### config.mk
export PLATFORM = sky130hd
export DESIGN_NAME = fnd_scan_driver
export DESIGN_NICKNAME = d
export VERILOG_FILES = /design/src/rtl/fnd_scan_driver.sv
export SDC_FILE = /design/constraint.sdc
export NUM_CORES = 1
export LEC_CHECK = 0
export CORE_ASPECT_RATIO = 1.4
export CORE_MARGIN = 3
export CORE_UTILIZATION = 50
export CTS_CLUSTER_SIZE = 25
export DETAILED_ROUTE_END_ITERATION = 16
export DONT_BUFFER_PORTS = 1
export PLACE_DENSITY = 0.67
export SKIP_LAST_GASP = 1
export SLEW_MARGIN = 10
export SYNTH_ARGS = -nofsm -noshare
export SYNTH_HDL_FRONTEND = slang
export SYNTH_SLANG_ARGS = --single-unit
### constraint.sdc
create_clock -name clk -period 4.5 [get_ports clk]
set_input_delay 0.675 -clock clk [delete_from_list [all_inputs] [get_ports clk]]
set_output_delay 0.675 -clock clk [all_outputs]
set_load 0.02 [all_outputs]
### src/rtl/fnd_scan_driver.sv
// fnd_scan_driver: time-multiplexed 8-digit seven-segment display driver.
// A shadow copy of the value/DP mask is scanned one digit per REFRESH_DIV clocks,
// with optional leading-zero blanking and a frame_done pulse per full scan.
module fnd_scan_driver #(
  parameter int unsigned REFRESH_DIV = 100000,
  parameter bit          LZ_BLANK_EN = 1'b1
) (
  input  logic        clk,
  input  logic        reset,
  input  logic [31:0] data_in,
  input  logic [7:0]  dp_in,
  input  logic        data_valid,
  input  logic        blank_lz,
  output logic [7:0]  digit,
  output logic [7:0]  fnd,
  output logic        frame_done
);

  localparam int unsigned CW = (REFRESH_DIV > 1) ? $clog2(REFRESH_DIV) : 1;
  localparam logic [CW-1:0] LAST_COUNT = CW'(REFRESH_DIV - 1);

  logic [31:0]   r_shadow_val;
  logic [7:0]    r_shadow_dp;
  logic [CW-1:0] r_count;
  logic [2:0]    r_idx;
  logic [7:0]    r_digit;
  logic [7:0]    r_fnd;
  logic          r_frame_done;

  logic [2:0]    w_msd;
  logic [3:0]    w_nib;
  logic          w_blank;
  logic [6:0]    w_seg;
  logic          w_tick;

  // Active-high gfedcba pattern for a hex nibble
  function automatic logic [6:0] seg7(input logic [3:0] n);
    case (n)
      4'h0: seg7 = 7'h3F;
      4'h1: seg7 = 7'h06;
      4'h2: seg7 = 7'h5B;
      4'h3: seg7 = 7'h4F;
      4'h4: seg7 = 7'h66;
      4'h5: seg7 = 7'h6D;
      4'h6: seg7 = 7'h7D;
      4'h7: seg7 = 7'h07;
      4'h8: seg7 = 7'h7F;
      4'h9: seg7 = 7'h6F;
      4'hA: seg7 = 7'h77;
      4'hB: seg7 = 7'h7C;
      4'hC: seg7 = 7'h39;
      4'hD: seg7 = 7'h5E;
      4'hE: seg7 = 7'h79;
      default: seg7 = 7'h71;
    endcase
  endfunction

  // Most significant nonzero nibble of the shadow value (0 when value is zero)
  always_comb begin
    w_msd = '0;
    for (int unsigned i = 1; i < 8; i++) begin
      if (r_shadow_val[4*i +: 4] != 4'h0) w_msd = 3'(i);
    end
  end

  // Segment pattern for the digit currently selected
  always_comb begin
    w_nib   = r_shadow_val[{r_idx, 2'b00} +: 4];
    w_blank = LZ_BLANK_EN && blank_lz && (r_idx > w_msd);
    w_seg   = w_blank ? 7'h00 : seg7(w_nib);
    w_tick  = (r_count == LAST_COUNT);
  end

  // Shadow capture of the incoming value and DP mask
  always_ff @(posedge clk) begin
    if (reset) begin
      r_shadow_val <= '0;
      r_shadow_dp  <= '0;
    end else if (data_valid) begin
      r_shadow_val <= data_in;
      r_shadow_dp  <= dp_in;
    end
  end

  // Refresh divider and digit index, with frame pulse on the 7->0 wrap
  always_ff @(posedge clk) begin
    if (reset) begin
      r_count      <= '0;
      r_idx        <= '0;
      r_frame_done <= 1'b0;
    end else begin
      r_frame_done <= w_tick && (r_idx == 3'd7);
      if (w_tick) begin
        r_count <= '0;
        r_idx   <= r_idx + 3'd1;
      end else begin
        r_count <= r_count + 1'b1;
      end
    end
  end

  // Registered active-low digit select and segment outputs
  always_ff @(posedge clk) begin
    if (reset) begin
      r_digit <= '1;
      r_fnd   <= '1;
    end else begin
      r_digit <= ~(8'b1 << r_idx);
      r_fnd   <= ~{r_shadow_dp[r_idx], w_seg};
    end
  end

  assign digit      = r_digit;
  assign fnd        = r_fnd;
  assign frame_done = r_frame_done;

endmodule
; ---- Yosys cells after proc, flatten, opt, wreduce, memory -nomap -nowiden
; Memory sizes are Yosys's and may differ from the RTL's.
; Cells that the tools add are included.
[op_classes]
add_sub_neg = 2
n_lt_le_gt_ge = 2
eq_ne = 2
shift = 2
mux = 10
n_bitwise = 2
n_reduce_logical = 10
[op_table]
columns = operator, count
row1 = $shiftx A32 B6 Y4, 1
row2 = $reduce_bool A4 Y1, 7
row3 = $add A17 B1 Y17 const B, 1
row4 = $eq A17 B17 Y1 const B, 1
row5 = $not A8 Y8, 2
row6 = $mux W3, 5
row7 = $shl A1 B3 Y8 const A, 1
row8 = $mux W7, 1
row9 = $lt A3 B4 Y1 const B, 1
row10 = $add A3 B1 Y3 const B, 1
row11 = $bmux W1 S3, 1
row12 = $eq A3 B3 Y1 const B, 1
row13 = $gt A3 B3 Y1, 1
row14 = $logic_and A1 B1 Y1, 2
row15 = $mux W1, 2
row16 = $mux W2, 1
row17 = $reduce_or A2 Y1, 1
[word_totals]
register_bits = 77
rom_bits = 112
input_bits = 44
out_inout_bits = 17
mem_count = 1
[mem_list]
columns = name, words, width, rd, rd_ports_with_merged_regs, wr, line
row1 = (name not given), 16, 7, 1, 0, 0, 38  ; case (n)

; ---- Longest topological paths before layout
; Gate-level depths: netlist (run 1).
[logic_depth]
ltp_word = 12
mapped_depth = 11

; ---- Least setup slack after synthesis (run 1)
; No wires, ideal clock.
[synth_timing]
path_type = reg2reg
from = reg r_idx[1]
to = reg r_fnd[3], in the netlist fnd[3]
t_arrival_ns = 2.282
required_ns = 4.363
slack_ns = 2.080
path_stages_with_launch = 10
n_path_buf = 1
path_cell_list = dfxtp_1 buf_2 mux4_2 mux2i_1 inv_1 ha_1 inv_1 nor3_1 a2111oi_0 a31oi_1
[synth_via]
elab_chain_cells = 4
word_cells_on_any_way = 6
cone_classes = order compare (1) / shift (1) / mux (1) / bitwise (1) / reduce/logical (1) / memory (1)
[synth_lines]
columns = element, line
row1 = "start, declared", 25  ; logic [2:0] r_idx;
row2 = "start signal, assigned", 95  ; r_idx <= r_idx + 3'd1;
row3 = $shiftx A32 B6 Y4 or $gt A3 B3 Y1 (tied branches), "68, 69"
row4 = $mem_v2 Z16 W7 or $logic_and A1 B1 Y1 (tied branches), -
row5 = $mux W7 (*), 70  ; w_seg = w_blank ? 7'h00 : seg7(w_nib);
row6 = $not A8 Y8 (*), 109  ; r_fnd <= ~{r_shadow_dp[r_idx], w_seg};
row7 = "end signal, assigned", 109
row8 = "end, declared", 27  ; logic [7:0] r_fnd;
; Mark *: on every way between the ends. The rest lies on a longest branch, timed or not.
; A chain may end at the register's enable or synchronous reset.

; ---- Final worst setup path (run 1)
; Ends and elaborated chain as after synthesis.

==> metrics, run 1 <==
Via Count 2438; Sw Ratio 21.7%; cells along the critical path mux4_2 > mux2i_1 > inv_1 > ha_1 > inv_1 > nor3_1 > a2111oi_0 > a31oi_1; CP max-delay cell dfxtp_1; relative slew slack 54.8%; hold_ws 0.399 ns; final worst path period share 62.1%; Starting Density 51.9%; first-pass GRT wire length 11800 um; count leader, synth dfxtp_1; Most used DFF post-synth dfxtp_1; Worst setup EP type register; die area between 0.007 and 0.008 mm2; Placed Area about 0.0035 mm2; Netlist cell types between 40 and 50; Lkg Pwr 1.53 nW; TNS Setup 0 ns; layout cells sized above 1 between 7 and 8%; asr flop ratio synth 0%; # diodes 0; critical path arrival approximately 3 ns; CTS Sinks 77; post-synthesis mux area share between 10% and 20%; count of pins over their slew limit 0; Routed Antenna Nets 0; skew final a little over 0.007 ns; status finished clean; Mapped Avg Cell Area ~9.8 um2; Sw Pwr ~0.32 mW; HPWL Detailed slightly above 5000 um; largest net degree at the start of global routing 50; Worst-Margin Slew 0.677 ns; final instance area 0.00375 mm2; Finished Layout Cells between 400 and 500; Simple-Gate Fraction of Synth Area 17.1%; area delta synth->final 8.48%; WL/cell roughly 16 um; Core Area around 0.0067 mm2; sum of buffers and inverters on the critical path 2; hold crit path type in2reg; critical path peak fanout 15; initial DRC count roughly 120; Synthesized Nets 411; FF+latch area between 0.0015 and 0.002 mm2; area leader, netlist dfxtp_1; Comb power frac approximately 6.5%; unrepaired setup endpoints after global routing false; vias in the first global route ~2400; top cells by count, synth dfxtp_1 (77), nor2_1 (72), mux2i_1 (46), nand2_1 (25), ha_1 (15); Post-synth EDFFs 0; later-pin clock latency in the skew report ~0.34 ns; row count 35; Post-Synth Adder-Cell Area between 5 and 6%; 1st-pass router iterations 5; placed insts 429; max-cap violations 0; crit-path max cell delay 0.72 ns; initial antenna violation count 0; Req. time, crit path 4.71 ns; flop2flop setup slack between 1.5 and 2 ns; Reg clk slew, reported paths ~0.070 ns; Nets slightly above 400; total CTS buffers 9; internal cell power 1.14 mW; Fmax achieved 0.358 GHz; Post-CTS Setup Inserts 0; Final min period ~2.8 ns; CTS tree yes; root buffer cell clkbuf_8; Filler cells around 600; vias per cell 5.48; share of power burned in registers between 50 and 60%; Post-Synth XOR/XNOR Area 4.06%; PD cells 390 mW/mm2; GRT Residual Overflow 0; Clock Power Share a little over two fifths; top cells by area, synth dfxtp_1 (45%), mux2i_1 (13%), nor2_1 (7.8%); CTS H-tree depth 3; Ports between 60 and 70; compound-gate portion of the synthesized area between 5 and 6%; Synth Instances approximately 350; Seq cells post-synth between 70 and 80; Hold Buf Count CTS 0; Total Routed Length ~7000 um; Crit path max-delay family multiplexers; drt drc 0; CP startpoint kind register; Setup Viol. Count Final 0; Die Y ~100 um; main combinational cell family by area after synthesis multiplexers; Syn. warnings 0; Most common cell on crit path inv_1; share of the yosys chip area belonging to registers ~45%; clk buf depth 2; Final Util 56.3%; multi-input gate area in the final layout 0.00181 mm2; post_cts resized 0; Setup CP Type reg2reg; Die X between 70 and 80 um; synthesized area approximately 0.0035 mm2; highest ir drop seen on vdd ~0.17 mV; placer congestion estimate 0.898; final hold vios 0; Buffers on Ports 0; GRT Overall Usage a little under a fifth; Synth top area share 44.6%
==> worst reg2reg max path, delay by kind of cell, from the launching register on <==
family,cells,cell delay [ns]
adder cells (fa/ha/maj),1,0.21
AO/OA/AOI/OAI,2,0.50
AND/OR/NAND/NOR,1,0.06
buffers and inverters,2,0.24
multiplexers,2,0.94
flip-flops,1,0.72
==> cells in the final DEF, fill, tap and decap left out, types with 8 or more instances in the layout <==
| cell | count |
|---|---|
| ha_1 | 15 |
| clkbuf_8 | 10 |
| nor4_1 | 8 |
| inv_1 | 8 |
| dfxtp_1 | 77 |
| nor2_1 | 72 |
| nand3_1 | 9 |
| mux2i_1 | 46 |
| nand2_1 | 25 |
| xnor2_1 | 10 |
==> metal layers <==
layer | vias to the layer above | global-route usage [%] | wire [um]
met5 | - | 0 | 0
li1 | 1224 | - | -
met2 | 62 | 31.7 | 3580
met1 | 1144 | 21.0 | 2890
met4 | 0 | 7.51 | 84
met3 | 8 | 6.41 | 435
==> sequential cells by signal (all words and copies together), names as in the netlist <==
name          flops
frame_done        1
r_shadow_dp       8
fnd               8
r_idx             3
r_count          17
digit             8
r_shadow_val     32
==> path summary, 6_finish.rpt <==
check / startpoint / endpoint / cells past startpoint
worst max-delay path: r_idx[1] / fnd[3] / 8
worst min-delay path: reset / r_shadow_val[11] / 1
worst max register to register: r_idx[1] / fnd[3] / 8
worst min register to register: r_count[0] / r_count[0] / 1
==> kinds of logic (layout without fill, tap and decap cells) <==
family | count (synthesis) | in the layout
compound gates | 29 | 29
xor+xnor | 16 | 16
fa+ha+maj | 15 | 15
buf+inv | 23 | 24
flops | 77 | 77
mux | 57 | 57
simple gates | 135 | 135
==> metrics by stage <==
step                      power, mW  setup WS, ns
after floorplan               0.845          2.08
after global placement        0.851          1.92
after detailed placement      0.854          1.76
after CTS                      1.48          1.74
after global routing           1.52          1.49
final                          1.46          1.71
==> power by group through the flow <==
stage	logic (mW)	registers [mW]	clock network (mW)
2_1_floorplan	0.0951	0.750	0
3_3_place_gp	0.0919	0.759	0
3_5_place_dp	0.0945	0.760	0
4_1_cts	0.0954	0.744	0.641
5_1_grt	0.107	0.747	0.669
6_report	0.0953	0.744	0.624
==> cell type report <==
class                   count  share of cell area, %
flip-flops and latches     77                   41.1
well taps                  92                   3.07
multi-input cells         252                   48.4
clock inverters             6                   2.94
clock buffers              10                   3.67
inverters                   8                  0.802
No activity file was read; power rests on OpenSTA's default activity.
==> inputs of run 2 (changes only) <==
--- a/config.mk
+++ b/config.mk
@@ -11,7 +11,7 @@
 export CTS_CLUSTER_SIZE = 25
 export DETAILED_ROUTE_END_ITERATION = 16
 export DONT_BUFFER_PORTS = 1
-export PLACE_DENSITY = 0.67
+export PLACE_DENSITY = 0.7
 export SKIP_LAST_GASP = 1
 export SLEW_MARGIN = 10
 export SYNTH_ARGS = -nofsm -noshare
==> constraint.sdc (replaced) <==
create_clock -name clk -period 2.4 [get_ports clk]
set_input_delay 0.36 -clock clk [delete_from_list [all_inputs] [get_ports clk]]
set_output_delay 0.36 -clock clk [all_outputs]
set_load 0.02 [all_outputs]
==> metrics, run 2 (same netlist as run 1, synthesis figures left out) <==
Post-CTS Setup Inserts 0; hold_ws 0.0733 ns; FF-to-FF path depth 8; GRT Overall Usage just under 20%; sum of buffers and inverters on the critical path 0; Routed Antenna Nets 0; Setup Viol. Count Final 0; clk buf depth 2; Ports just over 60; unrepaired setup endpoints after global routing true; vias in the first global route approximately 2500; Worst Hold Depth 1; final worst path period share between 90% and 100%; placer congestion estimate 0.879; Worst path depth 8; initial antenna violation count 0; leading cell type in the layout, fill and taps excluded dfxtp_1; most frequent cells in the layout dfxtp_1 (75), nor2_1 (72), mux2i_1 (45), nand2_1 (25), buf_4 (16); final hold vios 0; 1st-pass router iterations 4; drt drc 0; die area 0.00795 mm2; Core Area roughly 0.0067 mm2; HPWL Detailed between 5000 and 6000 um; Lkg Pwr ~1.6 nW; total CTS buffers 9; Req. time, crit path between 2 and 3 ns; WL/cell approximately 16 um; Nets approximately 420; area delta synth->final 12.6%; count of pins over their slew limit 0; Starting Density about half; CP startpoint kind register; Setup CP Type reg2reg; Biggest register r_shadow_val; CP max-delay cell nor4_1; max reg flops 32; Die Y ~100 um; Worst setup EP type register; Die X 76.2 um; initial DRC count 127; first-pass GRT wire length 12100 um; Reg clk slew, reported paths around 0.08 ns; relative slew slack a little over three fifths; skew final 0.00774 ns; GRT Residual Overflow 0; later-pin clock latency in the skew report about 0.35 ns; biggest regs r_shadow_val: 32 flops, r_count: 17 flops; highest ir drop seen on vdd 0.359 mV; Final min period approximately 2.2 ns; crit-path max cell delay 0.44 ns; Final Util 58.4%; row count 35; CTS Sinks 77; Buffers on Ports 0; PD cells 684 mW/mm2; placed insts 445; hold crit path type in2reg; CTS tree yes; Total Routed Length 7390 um; Hold Buf Count CTS 0; max-cap violations 0; cells along the critical path nor4_1 > nand2_1 > nor2_1 > ha_1 > nor2b_1 > nor3_2 > o21ai_2 > a311o_2; CTS H-tree depth 3; Fmax achieved around 0.46 GHz; # diodes 0; Crit path max-delay family simple AND/OR/NAND/NOR gates; vias per cell between 5 and 6; root buffer cell clkbuf_8; critical path peak fanout 4; layout cells sized above 1 around 14%; critical path arrival 2.42 ns; Via Count 2484; Worst-Margin Slew approximately 0.55 ns; Finished Layout Cells approximately 460; status finished clean; largest net degree at the start of global routing 50
-- run 2: worst reg2reg max path, delay by kind of cell (launching register included) --
kind | cells | cell delay (ns)
simple gates | 5 | 0.99
fa+ha+maj | 1 | 0.24
compound gates | 2 | 0.50
flops | 1 | 0.34
-- run 2: layer usage --
metal	wire length [um]	vias up	GRT usage [%]	share of wire, %
li1	-	1252	-	-
met1	2950	1145	19.9	40
met2	3760	64	33.7	51
met3	442	23	7.37	6.0
met4	238	0	10.1	3.2
met5	0	-	0	0
-- run 2: final cells by class --
type,count,area (um2)
Clock buffer,10,128
Clock inverter,6,86.3
Fill cell,595,2770
Inverter,8,30.0
Multi-Input combinational cell,252,1870
Sequential cell,77,1540
Tap cell,92,115
Timing Repair Buffer,16,120
-- run 2: timing repair --
item,CTS,global route
setup endpoints to repair,2,5
pin swaps,0,0
resized for setup,1,11
-- run 2: where the power goes --
group	internal (mW)	switching [mW]
Clock	0.586	0.474
Sequential	1.33	0.0604
Combinational	0.113	0.0932
-- run 2: per-stage QoR --
stage	setup WS, ns	instance area, um2	setup TNS (ns)	total power, mW
floorplan	0.0311	3460	0	1.58
global placement	0.0220	3620	0	1.61
detailed placement	-0.0424	3620	-0.0524	1.62
CTS	0.00138	3840	0	2.68
global route	-0.0270	3890	-0.0270	2.77
finish	0.209	3890	0	2.66
-- run 2: worst paths after layout --
kind	startpoint	to	slack (ns)
max	r_shadow_val[25]	fnd[4]	0.21
min	reset	r_idx[0]	0.07
max reg2reg	r_shadow_val[25]	fnd[4]	0.21
min reg2reg	r_count[0]	r_count[0]	0.45
